File: src/rtl/fp_pkg.sv
// Shared definitions for the floating-point normalisation sequencer.
//   EXP_W / FRAC_W : default exponent and stored-fraction widths
//   EXP_MAX        : all-ones exponent (infinity encoding) for the default width
//   state_e        : sequencer FSM states
package fp_pkg;

  localparam int EXP_W  = 8;
  localparam int FRAC_W = 23;

  localparam logic [EXP_W-1:0] EXP_MAX = '1;

  typedef enum logic [1:0] {
    ST_IDLE  = 2'd0,
    ST_SHIFT = 2'd1,
    ST_DONE  = 2'd2
  } state_e;

endpackage

File: src/rtl/fp_norm_sequencer.sv
// Bit-serial normaliser for an unnormalised mantissa sum.
// It shifts the mantissa register one bit per cycle until the hidden bit is set,
// and adjusts the exponent on each shift. It flags zero, underflow and overflow.
//
// Ports
//   clk, rst          : clock, synchronous active-high reset
//   in_valid/in_ready : operand handshake (in_ready only in IDLE)
//   in_mant           : FRAC_W+2 bits, [FRAC_W+1]=carry, [FRAC_W]=hidden bit
//   in_exp            : biased exponent of in_mant
//   out_valid/out_ready : result handshake (result held in DONE)
//   out_frac, out_exp : normalised fraction (hidden bit removed), exponent
//   out_zero, out_uflow, out_oflow : mutually exclusive result flags
//   busy              : high while in SHIFT
//
// state | meaning
// ------+----------------------------------------------------------
// IDLE  | waiting for an operand, in_ready high
// SHIFT | applying one normalisation rule per cycle
// DONE  | result held on the outputs until out_ready
module fp_norm_sequencer #(
  parameter int EXP_W  = fp_pkg::EXP_W,
  parameter int FRAC_W = fp_pkg::FRAC_W
) (
  input  logic              clk,
  input  logic              rst,
  input  logic              in_valid,
  output logic              in_ready,
  input  logic [FRAC_W+1:0] in_mant,
  input  logic [EXP_W-1:0]  in_exp,
  output logic              out_valid,
  input  logic              out_ready,
  output logic [FRAC_W-1:0] out_frac,
  output logic [EXP_W-1:0]  out_exp,
  output logic              out_zero,
  output logic              out_uflow,
  output logic              out_oflow,
  output logic              busy
);
  import fp_pkg::*;

  localparam logic [EXP_W-1:0] EXP_ALL1 = '1;
  localparam logic [EXP_W-1:0] EXP_ONE  = EXP_W'(1);

  state_e              state_q;
  logic [FRAC_W+1:0]   mant_q;
  logic [EXP_W-1:0]    exp_q;
  logic                in_ready_q, busy_q, out_valid_q;
  logic [FRAC_W-1:0]   out_frac_q;
  logic [EXP_W-1:0]    out_exp_q;
  logic                out_zero_q, out_uflow_q, out_oflow_q;

  // Exponent after a carry right shift; only used when exp_q is below all ones.
  logic [EXP_W-1:0]    exp_inc;
  assign exp_inc = exp_q + EXP_ONE;

  always_ff @(posedge clk) begin
    if (rst) begin
      state_q     <= ST_IDLE;
      mant_q      <= '0;
      exp_q       <= '0;
      in_ready_q  <= 1'b1;
      busy_q      <= 1'b0;
      out_valid_q <= 1'b0;
      out_frac_q  <= '0;
      out_exp_q   <= '0;
      out_zero_q  <= 1'b0;
      out_uflow_q <= 1'b0;
      out_oflow_q <= 1'b0;
    end else begin
      case (state_q)
        ST_IDLE: begin
          if (in_valid) begin
            mant_q      <= in_mant;
            exp_q       <= in_exp;
            out_zero_q  <= 1'b0;
            out_uflow_q <= 1'b0;
            out_oflow_q <= 1'b0;
            in_ready_q  <= 1'b0;
            busy_q      <= 1'b1;
            state_q     <= ST_SHIFT;
          end
        end

        ST_SHIFT: begin
          // Default is to finish this cycle; only the left-shift rule overrides it.
          state_q     <= ST_DONE;
          busy_q      <= 1'b0;
          out_valid_q <= 1'b1;
          if (exp_q == EXP_ALL1) begin
            // An infinite input stays infinite whatever the mantissa holds.
            out_oflow_q <= 1'b1;
            out_frac_q  <= '0;
            out_exp_q   <= EXP_ALL1;
          end else if (mant_q == '0) begin
            out_zero_q <= 1'b1;
            out_frac_q <= '0;
            out_exp_q  <= '0;
          end else if (mant_q[FRAC_W+1]) begin
            out_exp_q <= exp_inc;
            if (exp_inc == EXP_ALL1) begin
              out_oflow_q <= 1'b1;
              out_frac_q  <= '0;
            end else begin
              out_frac_q <= mant_q[FRAC_W:1];
            end
          end else if (mant_q[FRAC_W]) begin
            out_frac_q <= mant_q[FRAC_W-1:0];
            out_exp_q  <= exp_q;
          end else if (exp_q <= EXP_ONE) begin
            out_uflow_q <= 1'b1;
            out_frac_q  <= '0;
            out_exp_q   <= '0;
          end else begin
            mant_q      <= mant_q << 1;
            exp_q       <= exp_q - EXP_ONE;
            state_q     <= ST_SHIFT;
            busy_q      <= 1'b1;
            out_valid_q <= 1'b0;
          end
        end

        ST_DONE: begin
          if (out_ready) begin
            out_valid_q <= 1'b0;
            in_ready_q  <= 1'b1;
            state_q     <= ST_IDLE;
          end
        end

        default: begin
          state_q     <= ST_IDLE;
          in_ready_q  <= 1'b1;
          busy_q      <= 1'b0;
          out_valid_q <= 1'b0;
        end
      endcase
    end
  end

  assign in_ready  = in_ready_q;
  assign busy      = busy_q;
  assign out_valid = out_valid_q;
  assign out_frac  = out_frac_q;
  assign out_exp   = out_exp_q;
  assign out_zero  = out_zero_q;
  assign out_uflow = out_uflow_q;
  assign out_oflow = out_oflow_q;

endmodule

File: config.mk
export PLATFORM = sky130hd
export DESIGN_NAME = fp_norm_sequencer
export DESIGN_NICKNAME = d
export VERILOG_FILES = /design/src/rtl/fp_pkg.sv /design/src/rtl/fp_norm_sequencer.sv
export SDC_FILE = /design/constraint.sdc
export NUM_CORES = 1
export LEC_CHECK = 0
export CORE_MARGIN = 2
export CORE_UTILIZATION = 40
export CTS_CLUSTER_SIZE = 28
export DETAILED_ROUTE_END_ITERATION = 10
export PLACE_DENSITY = 0.7
export REMOVE_ABC_BUFFERS = 1
export SLEW_MARGIN = 20
export SYNTH_ARGS = -nofsm -noshare
export SYNTH_HDL_FRONTEND = slang
export SYNTH_SLANG_ARGS = --single-unit
File: constraint.sdc
create_clock -name clk -period 3 [get_ports clk]
set_input_delay 0.75 -clock clk [delete_from_list [all_inputs] [get_ports clk]]
set_output_delay 0.75 -clock clk [all_outputs]
set_load 0.01 [all_outputs]
After elaboration in Yosys (flattened, before gate mapping)
Index checks and enable logic that the tools add are counted.
{"block": "classes", "n_reduce_logical": 15, "bitwise_logic": 3, "muxes": 64, "n_eq_ne": 16, "div_mod_pow": 0, "order_cmp": 1, "shift": 0, "add_sub_neg": 2, "n_mul": 0}
{"operator": "$mux W23", "n": 6}
{"operator": "$mux W25", "n": 4}
{"operator": "$mux W8", "n": 11}
{"operator": "$pmux W25 S2", "n": 1}
{"operator": "$mux W24", "n": 2}
{"operator": "$logic_not A25 Y1", "n": 1}
{"operator": "$mux W1", "n": 25}
{"operator": "$ne A2 B2 Y1 const B", "n": 9}
{"operator": "$eq A8 B8 Y1 const B", "n": 2}
{"operator": "$pmux W8 S2", "n": 1}
{"operator": "$mux W2", "n": 7}
{"operator": "$reduce_and A7 Y1", "n": 2}
{"operator": "$reduce_and A5 Y1", "n": 2}
{"operator": "$ne A3 B3 Y1 const B", "n": 3}
{"operator": "$pmux W1 S3", "n": 3}
{"operator": "$add A8 B1 Y8 const B", "n": 1}
{"operator": "$le A8 B1 Y1 const B", "n": 1}
{"operator": "$reduce_and A2 Y1", "n": 4}
{"operator": "$reduce_and A4 Y1", "n": 2}
{"operator": "$sub A8 B1 Y8 const B", "n": 1}
{"operator": "$pmux W1 S2", "n": 3}
{"operator": "$pmux W2 S3", "n": 1}
{"operator": "$reduce_bool A5 Y1", "n": 1}
{"operator": "$not A1 Y1", "n": 3}
{"operator": "5 further kinds", "n": 5}
{"block": "totals", "latchBits": 0, "elab_cells": 114, "ff_bits": 72, "mem_bits_ro": 0, "mem_bits_rw": 0, "mem_count": 0, "inputBits": 37}

Depth between registers and ports, before layout
Gate-level depths: netlist of run 1.
{"block": "logic_depth", "ltp_word": 7, "mapped_depth": 11, "depth_no_buf": 8}

Worst setup path after synthesis of run 1
Ideal clock, no wire load.
{"block": "synth_timing", "kind": "reg2reg", "startpoint": "register exp_q[0]", "endpoint": "register out_frac_q[13], in the netlist out_frac[13]", "path_slack_ns": 0.819, "setup_time_ns": 0.128, "t_arrival_ns": 2.053, "synth_period_minus_slack_ns": 2.181, "path_buffers": 2, "path_stages_with_launch": 11, "path_cell_list": "dfxtp_1 buf_2 inv_1 ha_1 nor2_1 or4_4 nand2_4 o31ai_4 buf_6 a222oi_1 nor2_1"}
{"block": "synth_via", "elab_chain_len": 6}
{"item": "start: declaration", "line": "fp_norm_sequencer.sv:46", "text": "logic [EXP_W-1:0] exp_q;"}
{"item": "start signal: assignment", "line": "fp_norm_sequencer.sv:74", "text": "exp_q <= in_exp;"}
{"item": "start signal: assignment", "line": "fp_norm_sequencer.sv:115", "text": "exp_q <= exp_q - EXP_ONE;"}
{"item": "$add A8 B1 Y8", "line": "fp_norm_sequencer.sv:54", "text": "assign exp_inc = exp_q + EXP_ONE;"}
{"item": "$eq A8 B8 Y1", "line": "fp_norm_sequencer.sv:100", "text": "if (exp_inc == EXP_ALL1) begin"}
{"item": "$mux W23", "line": "fp_norm_sequencer.sv:100"}
{"item": "$mux W23", "line": "fp_norm_sequencer.sv:98", "text": "end else if (mant_q[FRAC_W+1]) begin"}
{"item": "$mux W23", "line": "fp_norm_sequencer.sv:94", "text": "end else if (mant_q == '0) begin"}
{"item": "$mux W23", "line": "fp_norm_sequencer.sv:89", "text": "if (exp_q == EXP_ALL1) begin"}
{"item": "end signal: assignment", "line": "fp_norm_sequencer.sv:104", "text": "out_frac_q <= mant_q[FRAC_W:1];"}
{"item": "end signal: assignment", "line": "fp_norm_sequencer.sv:107", "text": "out_frac_q <= mant_q[FRAC_W-1:0];"}
{"item": "end: declaration", "line": "fp_norm_sequencer.sv:48", "text": "logic [FRAC_W-1:0] out_frac_q;"}
Several ways; a longest one is shown, not always the timed one.
A chain may end at the register's enable or synchronous reset.

Final worst setup path of run 1
{"block": "layout_timing", "startpoint": "register exp_q[1]", "endpoint": "register mant_q[6]"}
{"block": "layout_via", "elab_chain_len": 3}
{"item": "$le A8 B1 Y1 or $eq A8 B8 Y1 (tied branches)", "line": "fp_norm_sequencer.sv:109, fp_norm_sequencer.sv:89"}
{"item": "$ne A2 B2 Y1 (no source line)"}
{"item": "$reduce_and A7 Y1 (no source line) (*)"}
{"item": "end signal: assignment", "line": "fp_norm_sequencer.sv:73", "text": "mant_q <= in_mant;"}
{"item": "end signal: assignment", "line": "fp_norm_sequencer.sv:114", "text": "mant_q <= mant_q << 1;"}
{"item": "end: declaration", "line": "fp_norm_sequencer.sv:45", "text": "logic [FRAC_W+1:0] mant_q;"}
Every way passes the cells marked *; elsewhere a longest branch is shown, timed or not.

==> impl_metrics.py, run 1 <==
metrics = {
    "routing": {
        "vias": 3306,
        "wirelength_um": 9200,
        "drt_pass1_iterations": 9,
        "drc_errors": 0,
        "drt_iter0_markers": 366,
        "avgRoutedWirePerCell_um": 16.5,
        "via_per_inst": 5.95,
        "ant_nets": 0,
    },
    "clock_network": {
        "clkLatencyLatePin_ns": 0.35,
        "postCtsResizedCells": 0,
        "ctsHoldBuffers": 0,
        "cts_sinks": 72,
        "cts_tree": "built",
        "numCtsBuffers": 9,
        "cts_root_buf": "clkbuf_8",
        "post_cts_buffers": 0,
        "cts_buffer_depth": 2,
        "clk_pin_slew_ns": 0.07,
        "htree_levels": 3,
    },
    "critical_path": {
        "cp_max_fo": 20,
        "end_kind": "register",
        "critPathKind": "register to register",
        "start_kind": "register",
        "worstPathRequired_ns": 3.27,
        "arrival_ns": 2.89,
    },
    "sta": {
        "hold_violations": 0,
        "max_freq_mhz": 381,
        "finalClockSkew_ns": 0.00709,
        "tightest_slew_ns": 0.829,
        "min_period_over_period_pct": 87.5,
        "setup_viol": 0,
        "slew_headroom_pct": 44.7,
        "period_minus_slack_ns": 2.62,
        "drv_slew": 0,
        "setup_total_negative_slack_ns": 0,
        "rsz0062_at_grt": "false",
    },
    "pwr": {
        "finalPower_w": 0.00283,
        "peakVddDrop_uv": 274,
        "clock_power_share_pct": 25.6,
        "power_frac_comb_pct": 29.9,
        "leakage_nw": 1.53,
        "power.density_nw_per_um2": 650,
        "intPower_w": 0.00184,
        "p_seq_share_pct": 44.5,
        "p_sw_share_pct": 35.0,
        "power_switching_w": 0.000991,
    },
    "job": {
        "maxCapViolations": 0,
    },
    "yosys": {
        "synth-xor-area-share_pct": 2.07,
        "synthTopCellsByArea": "dfxtp_1, a221oi_1, a222oi_1",
        "synth.distinct_cells": 55,
        "synth_top_family_by_area": "compound AO/OA/AOI/OAI gates",
        "ys_ff_latch": 72,
        "seq_area_frac_synth_pct": 42.7,
        "synth_compound_area_share_pct": 26.4,
        "synth_edf_count": 0,
        "syn-cell-area_sq_um": 3380,
        "ys.flop_type": "dfxtp_1",
        "postSynthAreaPerCell_sq_um": 8.69,
        "synthCells": 389,
        "synth_warnings": 0,
        "yosysTopAreaCellShare_pct": 42.7,
        "synth_top_area_cell": "dfxtp_1",
        "synth_simple_gate_area_share_pct": 20.5,
        "synth_fa_ha_area_share_pct": 1.48,
        "async_reset_ff_share_pct": 0,
        "synthMuxAreaShare_pct": 0.296,
    },
    "placed_design": {
        "dp_hpwl_um": 6220,
        "portBuffers": 73,
        "gp_congestion": 0.866,
    },
    "outcome": {
        "status": "complete, no violations",
    },
    "layout": {
        "nNetsFinal": 489,
        "area_growth_pct": 28.8,
        "layout_common_cells": "dfxtp_1, clkdlybuf4s50_1, nor2_1",
        "final_layout_size_suffix_gt1_share_pct": 8.20,
        "diodes": 0,
        "n_fill_cell": 771,
    },
    "global_route": {
        "antenna_found_initial": 0,
        "grtUsageTotal_pct": 20.8,
        "grt_pass1_vias": 3082,
        "gr-total-overflow": 0,
        "grt_pass1_wl_um": 14800,
        "grt_max_degree": 52,
    },
    "floorplan": {
        "pin_count": 74,
        "dieArea_sq_um": 9200,
        "core_area_sq_um": 8220,
        "std_cell_rows": 33,
        "die_w_um": 95.9,
        "initial_core_util_pct": 41.1,
        "die_y_um": 95.9,
    },
    "hold_path": {
        "hp-class": "register to register",
    },
}
-- Yosys cell counts (9+ instances only) --
library cell,n
dfxtp_1,72
nor2_1,58
nor3_1,31
a221oi_1,30
a222oi_1,22
clkbuf_1,22
a21oi_1,15
nand2_1,15
buf_2,12
inv_1,12
o21ai_0,9
-- critical path, stage by stage (launching register included) --
cell and delay, ns:
dfxtp_1 0.49, inv_1 0.15, ha_1 0.26, nor2_1 0.16, or4_4 0.18, nand2_4 0.08, o21ai_2 0.68, buf_4 0.30
nor2_1 0.05, nor3_1 0.17
-- worst paths after layout --
| path | endpoint | cells past startpoint | slack (ns) | start |
|---|---|---|---|---|
| hold reg to reg | out_exp[5]$_SDFFE_PP0P_ | 2 | 0.47 | out_exp[5]$_SDFFE_PP0P_ |
| setup reg to reg | mant_q[6]$_SDFFE_PP0P_ | 9 | 0.38 | exp_q[1]$_SDFFE_PP0P_ |
| setup / recovery | mant_q[6]$_SDFFE_PP0P_ | 9 | 0.38 | exp_q[1]$_SDFFE_PP0P_ |
| hold / removal | out_exp[5]$_SDFFE_PP0P_ | 2 | 0.47 | out_exp[5]$_SDFFE_PP0P_ |
-- metrics by stage --
| stage | setup WS, ns | cell area (sq um) | util, % | hold slack [ns] | instances |
|---|---|---|---|---|---|
| finish | 0.375 | 4350 | 53.0 | 0.466 | 556 |
| global route | 0.0862 | 4350 | 53.0 | 0.489 | 556 |
| detailed placement | 0.335 | 4180 | 50.8 | 0.462 | 542 |
| CTS | 0.354 | 4350 | 53.0 | 0.472 | 556 |
| global placement | 0.411 | 4180 | 50.8 | 0.455 | 542 |
| floorplan | 0.0623 | 3200 | - | 0.481 | 351 |
-- flip-flops by register name, indices dropped and copies added (netlist names) --
signal and flops:
out_exp 8, exp_q 8, state_q 2, out_valid 1, busy 1, out_uflow 1, out_frac 23, out_zero 1
in_ready 1, mant_q 25, out_oflow 1
-- power by group through the flow --
stage / Combinational (W) / Clock, W / Sequential [W]
2_1_floorplan: 0.000514 / 0 / 0.00125
3_3_place_gp: 0.000829 / 0 / 0.00127
3_5_place_dp: 0.000840 / 0 / 0.00128
4_1_cts: 0.000847 / 0.000746 / 0.00125
5_1_grt: 0.000939 / 0.000788 / 0.00128
6_report: 0.000846 / 0.000726 / 0.00126
-- area by class of cell --
class | instances | area, sq um | share of cell area (%)
clock buffer | 10 | 128 | 2.93
tap | 105 | 131 | 3.02
sequential | 72 | 1440 | 33.1
clock inverter | 4 | 47.5 | 1.09
inverter | 12 | 45.0 | 1.04
multi-input combinational | 267 | 1720 | 39.6
timing repair buffer | 86 | 836 | 19.2
-- logic make-up (layout without fill, tap and decap cells) --
family,after synthesis,count (layout)
multiplexers,1,1
AND/OR/NAND/NOR,143,143
flip-flops,72,72
XOR/XNOR,8,8
buffers and inverters,50,112
AO/OA/AOI/OAI,111,111
adder cells (fa/ha/maj),4,4
-- metal layers --
metal  GRT usage [%]  up-vias  share of wire, %
li1                -     1597                 -
met1            28.5     1555                46
met2            31.9      146                46
met3            5.32        8               7.4
met4            7.14        0              0.95
met5               0        -                 0
No activity file was read; power rests on OpenSTA's default activity.
==> run 2, diff against run 1 <==
- SKIP_CTS_REPAIR_TIMING: unset -> 1
==> results of run 2 <==
Same layout as run 1: the final DEF is identical, and so are final timing and power.
==> run 3, diff against run 2 <==
- SETUP_SLACK_MARGIN: unset -> 0.5
==> run 3 against run 2 <==
- critical path depth stayed put
- core utilization is 0.30 points higher
- sequential power hardly changed
- sequential cell count stayed put
- register-to-register slack better by 0.27 ns
- clock-buffer cell count stayed put
- first-iteration DRC count is 0.55% higher
- clock power hardly changed
- combinational power is 2.8% higher
- setup slack better by 0.27 ns
==> impl_metrics.py, run 3 (same netlist as run 1, synthesis figures left out) <==
metrics = {
    "sta": {
        "setup_total_negative_slack_ns": 0,
        "drv_slew": 0,
        "rsz0062_at_grt": "false",
        "period_minus_slack_ns": 2.35,
        "slew_headroom_pct": 47.6,
        "max_freq_mhz": 425,
        "tightest_slew_ns": 0.786,
        "setup_viol": 0,
        "hold_violations": 0,
        "setup_ws_ns": 0.648,
        "finalClockSkew_ns": 0.00703,
        "min_period_over_period_pct": 78.4,
        "hold_slack_ns": 0.466,
    },
    "layout": {
        "layout_common_cells": "clkdlybuf4s50_1, dfxtp_1, nor2_1",
        "nNetsFinal": 490,
        "stdcell_area_sq_um": 4380,
        "largest_reg_flops": 25,
        "final_layout_size_suffix_gt1_share_pct": 9.51,
        "max_flop_register": "mant_q",
        "diodes": 0,
        "fin_util_pct": 53.3,
        "final_common_cell": "clkdlybuf4s50_1",
        "area_growth_pct": 29.5,
    },
    "pwr": {
        "intPower_w": 0.00185,
        "power_frac_comb_pct": 30.4,
        "leakage_nw": 1.54,
        "p_seq_share_pct": 44.1,
        "peakVddDrop_uv": 274,
        "p_sw_share_pct": 35.4,
        "power_switching_w": 0.00101,
        "power.density_nw_per_um2": 653,
        "clock_power_share_pct": 25.5,
    },
    "outcome": {
        "status": "complete, no violations",
    },
    "global_route": {
        "grt_max_degree": 52,
        "grtUsageTotal_pct": 20.8,
        "antenna_found_initial": 0,
        "gr-total-overflow": 0,
        "grt_pass1_vias": 3082,
        "grt_pass1_wl_um": 14800,
    },
    "critical_path": {
        "worstPathRequired_ns": 3.25,
        "cp_max_fo": 23,
        "r2r-start": "exp_q[0]$_SDFFE_PP0P_",
        "critPathKind": "register to register",
        "arrival_ns": 2.60,
        "critical_path.endpoint": "out_exp[1]$_SDFFE_PP0P_",
        "rr_worst_depth": 9,
        "end_kind": "register",
        "r2r-end": "out_exp[1]$_SDFFE_PP0P_",
        "reg2reg_slack_ns": 0.65,
        "start_kind": "register",
        "crit_start": "exp_q[0]$_SDFFE_PP0P_",
    },
    "floorplan": {
        "dieArea_sq_um": 9200,
        "std_cell_rows": 33,
        "initial_core_util_pct": 41.1,
        "die_y_um": 95.9,
        "pin_count": 74,
        "core_area_sq_um": 8220,
        "die_w_um": 95.9,
    },
    "job": {
        "maxCapViolations": 0,
    },
    "routing": {
        "drt_iter0_markers": 368,
        "wirelength_um": 9410,
        "drt_pass1_iterations": 6,
        "vias": 3338,
        "avgRoutedWirePerCell_um": 16.9,
        "via_per_inst": 5.99,
        "ant_nets": 0,
        "drc_errors": 0,
    },
    "clock_network": {
        "clk_pin_slew_ns": 0.07,
        "clkLatencyLatePin_ns": 0.35,
        "cts_buffer_depth": 2,
        "cts_tree": "built",
        "numCtsBuffers": 9,
        "cts_sinks": 72,
        "htree_levels": 3,
        "cts_root_buf": "clkbuf_8",
    },
    "placed_design": {
        "portBuffers": 73,
        "place_area_sq_um": 4180,
        "place_ws_ns": 0.335,
        "gp_congestion": 0.866,
        "dp_hpwl_um": 6220,
    },
    "hold_path": {
        "hp-class": "register to register",
    },
}
[run 3: cell count changes in the layout (fill, tap and decap cells not counted), sizes merged]
cell / before / now
o21ai: 11 / 12
[run 3: power groups by stage]
stage	Clock, W	Combinational, W	Sequential, W
2_1_floorplan	0	0.000514	0.00125
3_3_place_gp	0	0.000829	0.00127
3_5_place_dp	0	0.000840	0.00128
4_1_cts	0.000746	0.000847	0.00125
5_1_grt	0.000788	0.000960	0.00128
6_report	0.000728	0.000870	0.00126
[run 3: area by class of cell]
class                   instances  area (sq um)
fillers                       765          3840
well taps                     105           131
multi-input cells             268          1750
flip-flops and latches         72          1440
inverters                      12          45.0
repair buffers                 86           836
clock inverters                 4          47.5
clock buffers                  10           128
[run 3: worst max-delay path: stages (launching register included)]
cell and delay [ns]:
dfxtp_1 0.36, inv_1 0.13, ha_2 0.23, nor2_1 0.07, or4_4 0.53, nand2_4 0.15, o31ai_4 0.06, buf_4 0.23
buf_4 0.20, a221oi_1 0.29
[run 3: per-stage QoR]
step | std cells | total power [W]
floorplan | 351 | 0.00176
global placement | 542 | 0.00210
detailed placement | 542 | 0.00212
CTS | 556 | 0.00285
global route | 557 | 0.00303
finish | 557 | 0.00286
[run 3: worst min path at each step]
stage / slack (ns) / end / startpoint / depth (start not counted)
floorplan: 0.48 / out_exp[0]$_SDFFE_PP0P_ / out_exp[0]$_SDFFE_PP0P_ / 2
CTS: 0.47 / out_exp[7]$_SDFFE_PP0P_ / out_exp[7]$_SDFFE_PP0P_ / 2
detailed placement: 0.46 / out_exp[7]$_SDFFE_PP0P_ / out_exp[7]$_SDFFE_PP0P_ / 2
global route: 0.49 / out_exp[2]$_SDFFE_PP0P_ / out_exp[2]$_SDFFE_PP0P_ / 2
global placement: 0.45 / out_exp[7]$_SDFFE_PP0P_ / out_exp[7]$_SDFFE_PP0P_ / 2
finish: 0.47 / out_exp[5]$_SDFFE_PP0P_ / out_exp[5]$_SDFFE_PP0P_ / 2
[run 3: routing by layer]
layer  track usage, %  share of wire [%]  vias up  wire length, um
met5                0                  0        -                0
met4             7.14                1.1        0              101
met3             5.32                6.9       11              650
met2             31.9                 46      139             4310
met1             28.5                 46     1588             4350
li1                 -                  -     1600                -
